`config.mk`:
```
export PLATFORM = sky130hd
export DESIGN_NAME = decode_stage
export DESIGN_NICKNAME = d
export VERILOG_FILES = /design/src/rtl/decode_stage.sv
export SDC_FILE = /design/constraint.sdc
export NUM_CORES = 1
export LEC_CHECK = 0
export CORE_MARGIN = 4
export CORE_UTILIZATION = 40
export CTS_BUF_LIST = sky130_fd_sc_hd__clkbuf_16
export DETAILED_ROUTE_END_ITERATION = 10
export GPL_TIMING_DRIVEN = 0
export SETUP_SLACK_MARGIN = 0.5
export SYNTH_ARGS = -nofsm -noshare
export SYNTH_HDL_FRONTEND = slang
export SYNTH_SLANG_ARGS = --single-unit
```
`constraint.sdc`:
```
create_clock -name clk -period 8.4 [get_ports clk]
set_input_delay 1.26 -clock clk [delete_from_list [all_inputs] [get_ports clk]]
set_output_delay 1.26 -clock clk [all_outputs]
set_load 0.02 [all_outputs]
```
`src/rtl/decode_stage.sv`:
```
// Registered RV32I decoder with a 2-entry skid buffer, illegal detection, sticky ECALL/EBREAK halt and flush.
// Optional feature: define RV32M_EN to decode the M extension (OP with funct7=0x01).
module decode_stage #(
    parameter int XLEN           = 32,
    parameter bit HALT_ON_EBREAK = 1'b1
) (
    input  logic            clk,
    input  logic            rst,
    input  logic            flush,
    input  logic            in_valid,
    output logic            in_ready,
    input  logic [31:0]     in_ir,
    input  logic [XLEN-1:0] in_pc,
    output logic            out_valid,
    input  logic            out_ready,
    output logic [XLEN-1:0] out_pc,
    output logic [4:0]      srcreg1_num,
    output logic [4:0]      srcreg2_num,
    output logic [4:0]      dstreg_num,
    output logic [XLEN-1:0] imm,
    output logic [5:0]      alucode,
    output logic [1:0]      aluop1_type,
    output logic [1:0]      aluop2_type,
    output logic            reg_we,
    output logic            is_load,
    output logic            is_store,
    output logic            is_illegal,
    output logic            is_halt
);
    localparam logic [5:0] ALU_NOP  = 6'd0,  ALU_ADD  = 6'd1,  ALU_SUB  = 6'd2,  ALU_SLL  = 6'd3;
    localparam logic [5:0] ALU_SLT  = 6'd4,  ALU_SLTU = 6'd5,  ALU_XOR  = 6'd6,  ALU_SRL  = 6'd7;
    localparam logic [5:0] ALU_SRA  = 6'd8,  ALU_OR   = 6'd9,  ALU_AND  = 6'd10, ALU_LUI  = 6'd11;
    localparam logic [5:0] ALU_BEQ  = 6'd12, ALU_BNE  = 6'd13, ALU_BLT  = 6'd14, ALU_BGE  = 6'd15;
    localparam logic [5:0] ALU_BLTU = 6'd16, ALU_BGEU = 6'd17, ALU_LB   = 6'd18, ALU_LH   = 6'd19;
    localparam logic [5:0] ALU_LW   = 6'd20, ALU_LBU  = 6'd21, ALU_LHU  = 6'd22, ALU_SB   = 6'd23;
    localparam logic [5:0] ALU_SH   = 6'd24, ALU_SW   = 6'd25, ALU_JAL  = 6'd26, ALU_JALR = 6'd27;
`ifdef RV32M_EN
    // MUL..REMU occupy 28..35 in funct3 order
    localparam logic [5:0] ALU_MUL  = 6'd28;
`endif

    localparam logic [1:0] OP_TYPE_NONE = 2'd0, OP_TYPE_REG = 2'd1, OP_TYPE_IMM = 2'd2, OP_TYPE_PC = 2'd3;

    typedef struct packed {
        logic [XLEN-1:0] pc;
        logic [4:0]      rs1;
        logic [4:0]      rs2;
        logic [4:0]      rd;
        logic [XLEN-1:0] imm;
        logic [5:0]      alucode;
        logic [1:0]      op1;
        logic [1:0]      op2;
        logic            reg_we;
        logic            is_load;
        logic            is_store;
        logic            is_illegal;
        logic            is_halt;
    } bundle_t;

    function automatic logic [XLEN-1:0] sext32(input logic [31:0] v);
        return XLEN'($signed(v));
    endfunction

    function automatic logic [5:0] arith(input logic [2:0] f3, input logic alt);
        case (f3)
            3'b000:  return alt ? ALU_SUB : ALU_ADD;
            3'b001:  return ALU_SLL;
            3'b010:  return ALU_SLT;
            3'b011:  return ALU_SLTU;
            3'b100:  return ALU_XOR;
            3'b101:  return alt ? ALU_SRA : ALU_SRL;
            3'b110:  return ALU_OR;
            default: return ALU_AND;
        endcase
    endfunction

    logic [6:0] opcode, f7;
    logic [2:0] f3;
    assign opcode = in_ir[6:0];
    assign f3     = in_ir[14:12];
    assign f7     = in_ir[31:25];

    bundle_t dec;
    logic    we, illegal;

    always_comb begin
        dec         = '0;
        dec.pc      = in_pc;
        dec.rs1     = in_ir[19:15];
        dec.rs2     = in_ir[24:20];
        we          = 1'b0;
        illegal     = 1'b0;
        case (opcode)
            7'b0010011: begin
                we = 1'b1; dec.op1 = OP_TYPE_REG; dec.op2 = OP_TYPE_IMM;
                dec.alucode = arith(f3, (f3 == 3'b101) && f7[5]);
                if (f3 == 3'b001 || f3 == 3'b101) begin
                    dec.imm = XLEN'(in_ir[24:20]);
                    illegal = !(f7 == 7'h00 || (f3 == 3'b101 && f7 == 7'h20));
                end else begin
                    dec.imm = sext32({{20{in_ir[31]}}, in_ir[31:20]});
                end
            end
            7'b0110011: begin
                we = 1'b1; dec.op1 = OP_TYPE_REG; dec.op2 = OP_TYPE_REG;
                if (f7 == 7'h00)
                    dec.alucode = arith(f3, 1'b0);
                else if (f7 == 7'h20 && (f3 == 3'b000 || f3 == 3'b101))
                    dec.alucode = arith(f3, 1'b1);
`ifdef RV32M_EN
                else if (f7 == 7'h01)
                    dec.alucode = ALU_MUL + {3'b000, f3};
`endif
                else
                    illegal = 1'b1;
            end
            7'b0110111: begin
                we = 1'b1; dec.alucode = ALU_LUI; dec.op1 = OP_TYPE_NONE; dec.op2 = OP_TYPE_IMM;
                dec.imm = sext32({in_ir[31:12], 12'b0});
            end
            7'b0010111: begin
                we = 1'b1; dec.alucode = ALU_ADD; dec.op1 = OP_TYPE_PC; dec.op2 = OP_TYPE_IMM;
                dec.imm = sext32({in_ir[31:12], 12'b0});
            end
            7'b1101111: begin
                we = 1'b1; dec.alucode = ALU_JAL; dec.op1 = OP_TYPE_PC; dec.op2 = OP_TYPE_IMM;
                dec.imm = sext32({{11{in_ir[31]}}, in_ir[31], in_ir[19:12], in_ir[20], in_ir[30:21], 1'b0});
            end
            7'b1100111: begin
                we = 1'b1; dec.alucode = ALU_JALR; dec.op1 = OP_TYPE_REG; dec.op2 = OP_TYPE_IMM;
                dec.imm = sext32({{20{in_ir[31]}}, in_ir[31:20]});
            end
            7'b1100011: begin
                dec.op1 = OP_TYPE_REG; dec.op2 = OP_TYPE_REG;
                dec.imm = sext32({{19{in_ir[31]}}, in_ir[31], in_ir[7], in_ir[30:25], in_ir[11:8], 1'b0});
                case (f3)
                    3'b000:  dec.alucode = ALU_BEQ;
                    3'b001:  dec.alucode = ALU_BNE;
                    3'b100:  dec.alucode = ALU_BLT;
                    3'b101:  dec.alucode = ALU_BGE;
                    3'b110:  dec.alucode = ALU_BLTU;
                    3'b111:  dec.alucode = ALU_BGEU;
                    default: illegal = 1'b1;
                endcase
            end
            7'b0000011: begin
                we = 1'b1; dec.is_load = 1'b1; dec.op1 = OP_TYPE_REG; dec.op2 = OP_TYPE_IMM;
                dec.imm = sext32({{20{in_ir[31]}}, in_ir[31:20]});
                case (f3)
                    3'b000:  dec.alucode = ALU_LB;
                    3'b001:  dec.alucode = ALU_LH;
                    3'b010:  dec.alucode = ALU_LW;
                    3'b100:  dec.alucode = ALU_LBU;
                    3'b101:  dec.alucode = ALU_LHU;
                    default: illegal = 1'b1;
                endcase
            end
            7'b0100011: begin
                dec.is_store = 1'b1; dec.op1 = OP_TYPE_REG; dec.op2 = OP_TYPE_REG;
                dec.imm = sext32({{20{in_ir[31]}}, in_ir[31:25], in_ir[11:7]});
                case (f3)
                    3'b000:  dec.alucode = ALU_SB;
                    3'b001:  dec.alucode = ALU_SH;
                    3'b010:  dec.alucode = ALU_SW;
                    default: illegal = 1'b1;
                endcase
            end
            7'b1110011: begin
                if (in_ir == 32'h0000_0073 || (HALT_ON_EBREAK && in_ir == 32'h0010_0073))
                    dec.is_halt = 1'b1;
                else
                    illegal = 1'b1;
            end
            default: illegal = 1'b1;
        endcase
        if (illegal) begin
            we           = 1'b0;
            dec.is_load  = 1'b0;
            dec.is_store = 1'b0;
            dec.alucode  = ALU_NOP;
            dec.op1      = OP_TYPE_NONE;
            dec.op2      = OP_TYPE_NONE;
        end
        if (in_ir[11:7] == 5'd0)
            we = 1'b0;
        dec.reg_we     = we;
        dec.rd         = we ? in_ir[11:7] : 5'd0;
        dec.is_illegal = illegal;
    end

    // Entry0 feeds the outputs; entry1 absorbs the one-cycle lag of the registered in_ready.
    bundle_t e0_reg, e1_reg, e0_next, e1_next;
    logic    v0_reg, v1_reg, v0_next, v1_next;
    logic    halted_reg, halted_next, in_ready_reg, in_ready_next;
    logic    accept, consume;

    assign accept  = in_valid && in_ready_reg && !flush;
    assign consume = v0_reg && out_ready;

    always_comb begin
        e0_next     = e0_reg;
        e1_next     = e1_reg;
        v0_next     = v0_reg;
        v1_next     = v1_reg;
        halted_next = halted_reg || (accept && dec.is_halt);
        if (flush) begin
            v0_next = 1'b0;
            v1_next = 1'b0;
        end else if (consume && v1_reg) begin
            e0_next = e1_reg;
            v0_next = 1'b1;
            v1_next = accept;
            if (accept) e1_next = dec;
        end else if (consume || !v0_reg) begin
            v0_next = accept;
            if (accept) e0_next = dec;
        end else if (accept) begin
            e1_next = dec;
            v1_next = 1'b1;
        end
        in_ready_next = !v1_next && !halted_next;
    end

    always_ff @(posedge clk or posedge rst) begin
        if (rst) begin
            e0_reg       <= '0;
            e1_reg       <= '0;
            v0_reg       <= 1'b0;
            v1_reg       <= 1'b0;
            halted_reg   <= 1'b0;
            in_ready_reg <= 1'b0;
        end else begin
            e0_reg       <= e0_next;
            e1_reg       <= e1_next;
            v0_reg       <= v0_next;
            v1_reg       <= v1_next;
            halted_reg   <= halted_next;
            in_ready_reg <= in_ready_next;
        end
    end

    assign in_ready    = in_ready_reg;
    assign out_valid   = v0_reg;
    assign out_pc      = e0_reg.pc;
    assign srcreg1_num = e0_reg.rs1;
    assign srcreg2_num = e0_reg.rs2;
    assign dstreg_num  = e0_reg.rd;
    assign imm         = e0_reg.imm;
    assign alucode     = e0_reg.alucode;
    assign aluop1_type = e0_reg.op1;
    assign aluop2_type = e0_reg.op2;
    assign reg_we      = e0_reg.reg_we;
    assign is_load     = e0_reg.is_load;
    assign is_store    = e0_reg.is_store;
    assign is_illegal  = e0_reg.is_illegal;
    assign is_halt     = e0_reg.is_halt;
endmodule
```
==> impl_metrics.toml <==
[synth]
most_frequent_cells_after_synthesis = "sky130_fd_sc_hd__nand2_1 (306), sky130_fd_sc_hd__dfrtp_1 (190), sky130_fd_sc_hd__a21oi_1 (82), sky130_fd_sc_hd__nor2_1 (72)"
synthMostInstantiatedCell = "sky130_fd_sc_hd__nand2_1"
synth.ff_latch_count = 190
share_of_flip_flops_with_an_asynchronous_set_or_reset_pct = 100
synth.cell_area_mm2 = 0.00888
synth_top_cells_by_area = "sky130_fd_sc_hd__dfrtp_1 (54%), sky130_fd_sc_hd__nand2_1 (13%), sky130_fd_sc_hd__a21oi_1 (4.6%)"
ys.flop_type = "sky130_fd_sc_hd__dfrtp_1"
netlist-cell-type-count = 66
synth.yosys.warnings = 0
post-synth-top-area-fraction_pct = 53.6
synth_area_leader_cell = "sky130_fd_sc_hd__dfrtp_1"
synth-seq-area-share_pct = 53.6
synth_enable_flop_cells = 0
synth.avg_cell_area_um2 = 8.54
post_synth_inst_count = 1039
synth.net_count = 1108

[cts]
cts_made_buffers = 17
cts.sinks = 190
cts.path.max_buffers = 2
cts_repair_resize_count = 0
cts_post_setup_buffers_inserted = 0
postCtsHoldBufs = 0
clock_tree.htree_level_count = 4
cts_root_buf = "sky130_fd_sc_hd__clkbuf_16"
clk_latency_ps = 450
tritoncts = "done"
cts.reportedPaths.clkPinSlew_ps = 70

[pwr]
p_leak_nw = 5.05
vdd_ir_drop_max_mv = 0.139
power.sequential.fraction_pct = 46.1
internal_power_mw = 1.67
clock_power_share_pct = 33.8
power-per-cell-area_mw_per_mm2 = 210
p_comb_share_pct = 20.1
p_sw_uw = 736
power.share.switching_pct = 30.6

[floorplanning]
core.rowCount = 54
core_area_mm2 = 0.0218
floorplan.die.width_um = 157
die_area_mm2 = 0.0246
die-height_um = 157
floorplan.initialDensity_pct = 40.7
floorplan.io_pins = 165

[setup_path]
worst-endpoint-arrival_ps = 3990
cp_data_required_time_ps = 8700
timing.setup.critical_path_class = "primary input to register"
path_cells = "clkdlybuf4s50_1 -> nand2_1 -> a221oi_1 -> clkbuf_1 -> buf_2 -> buf_1 -> a31oi_1"
slowest_delay_ps = 740
r2r_cells = 7
crit_path_top_delay_cell = "sky130_fd_sc_hd__a221oi_1"
timing.critical_path.from_type = "primary input"
worst_setup_ep_type = "register"
critical_path.reg2reg.startpoint = "out_valid"
timing.rr.end = "srcreg2_num[0]"
crit_fanout = 10
critPathLaunch = "in_valid"
regToRegSetupSlack_ps = 5500

[timing]
final.setup_skew_ps = 10.4
min_period_ps = 3700
worst_slew_margin_rel_pct = 28.3
finalCritPeriodShare_pct = 44.0
slew_violations = 0
fin_ws_ps = 4700
grt_setup_unrepaired = "false"
timing.final.setup_violations = 0
timing_hold_violations_final = 0
fmax_ghz = 0.271
worstMarginPinSlew_ps = 1060

[global_routing]
antenna_found_initial = 0
globalRouteTotalUtil_pct = 23.5
grt_max_degree = 104
first_global_vias = 8021
grt_first_pass_wirelength_mm = 45.1
grt_overflow = 0

[routing]
detailroute.via_count = 8181
antenna_left = 0
avgViaCountPerCell = 5.41
dr.first_iter.drc_count = 537
drt-total-wl_mm = 28.4
first_pass_iters = 6
avgRoutedWirePerCell_um = 18.8
drcViolationCount = 0

[layout]
fin_nets = 1290
instances_no_fill = 1513
flip_flop_count_of_the_largest_register_after_layout = 93
area.sequential_mm2 = 0.00475
drive_above_1_share_pct = 4.95
multiInputGateArea_mm2 = 0.00377
num_antenna_cells = 0
layout_area_overhead_pct = 29.1
fillerInstances = 2079

[worst_hold_path]
min_from = "halted_reg"
hold_end = "halted_reg"
min_delay_path_depth = 1
type_of_the_most_critical_hold_path = "register to register"

[outcome]
run_status = "complete, no violations"

[placement]
port-buffer-count = 162
detail_placement_hpwl_mm = 20.6
globalplace.congestion = 0.888
placement.setup.worst_slack_ps = 4270
dp_cells = 1482

[run]
max_cap_viol_count = 0
[worst max-delay path: cells and delay by family]
family                 cells  cell delay (ps)
AOI/OAI and AO/OA          2              890
buffers and inverters      4             1680
and+or+nand+nor            1              160
[kinds of logic after synthesis]
family / after synthesis / synth area share [%]
compound gates: 256 / 17.3
other cells: 1 / 0.0422
simple gates: 496 / 24.3
mux: 5 / 0.620
buf+inv: 89 / 3.92
xor+xnor: 2 / 0.197
flops: 190 / 53.6
[layout by cell type (no fill, tap or decap), drive strengths merged, types with 6 or more instances in the layout]
master         count
a21oi             83
a31oi             47
and3              30
buf               12
clkbuf            88
clkdlybuf4s50    162
dfrtp            190
inv               14
nand2            307
nand3             27
nor2              72
nor2b              7
nor3              14
nor4               6
o21ai             81
o31ai              7
[final cells by class]
| type | count | share of cell area, % |
|---|---|---|
| multi-input cells | 760 | 32.9 |
| plain buffers | 82 | 2.81 |
| clock inverters | 14 | 1.32 |
| inverters | 7 | 0.295 |
| clock buffers | 17 | 3.71 |
| repair buffers | 163 | 14.4 |
| flip-flops and latches | 190 | 41.5 |
| well taps | 280 | 3.06 |
[through the flow]
stage	instance area, um^2	setup TNS [ps]	power, mW	util (%)	hold slack, ps
after floorplan	8880	0	1.37	-	424
after CTS	11500	0	2.42	52.5	469
final	11500	0	2.40	52.5	464
after detailed placement	10900	0	1.61	49.9	451
after global routing	11500	0	2.52	52.5	479
after global placement	10800	-150100	1.60	49.7	444
[how the worst max path moves through the flow]
stage | depth (start not counted) | slack, ps | to
2_1_floorplan | 1 | 1970 | alucode[0]
3_3_place_gp | 2 | -810 | imm[21]
3_5_place_dp | 7 | 4270 | out_pc[14]
4_1_cts | 7 | 4730 | out_pc[14]
5_1_grt | 7 | 4490 | srcreg2_num[4]
6_report | 7 | 4700 | srcreg2_num[0]
[layer usage]
layer	part of all wire (%)	track usage [%]	up-vias	routed length (um)
li1	-	-	3926	-
met1	47	34.2	3957	13200
met2	45	36.0	265	12800
met3	6.9	5.22	33	1970
met4	1.5	5.62	0	421
met5	0	0	-	0
[power by group through the flow]
stage	Clock, mW	Sequential [mW]	Combinational [mW]
floorplan	0	1.19	0.180
global placement	0	1.12	0.481
detailed placement	0	1.12	0.487
CTS	0.821	1.11	0.489
global route	0.861	1.12	0.533
finish	0.813	1.11	0.483
Note: power is estimated with default switching activity, not from simulation.
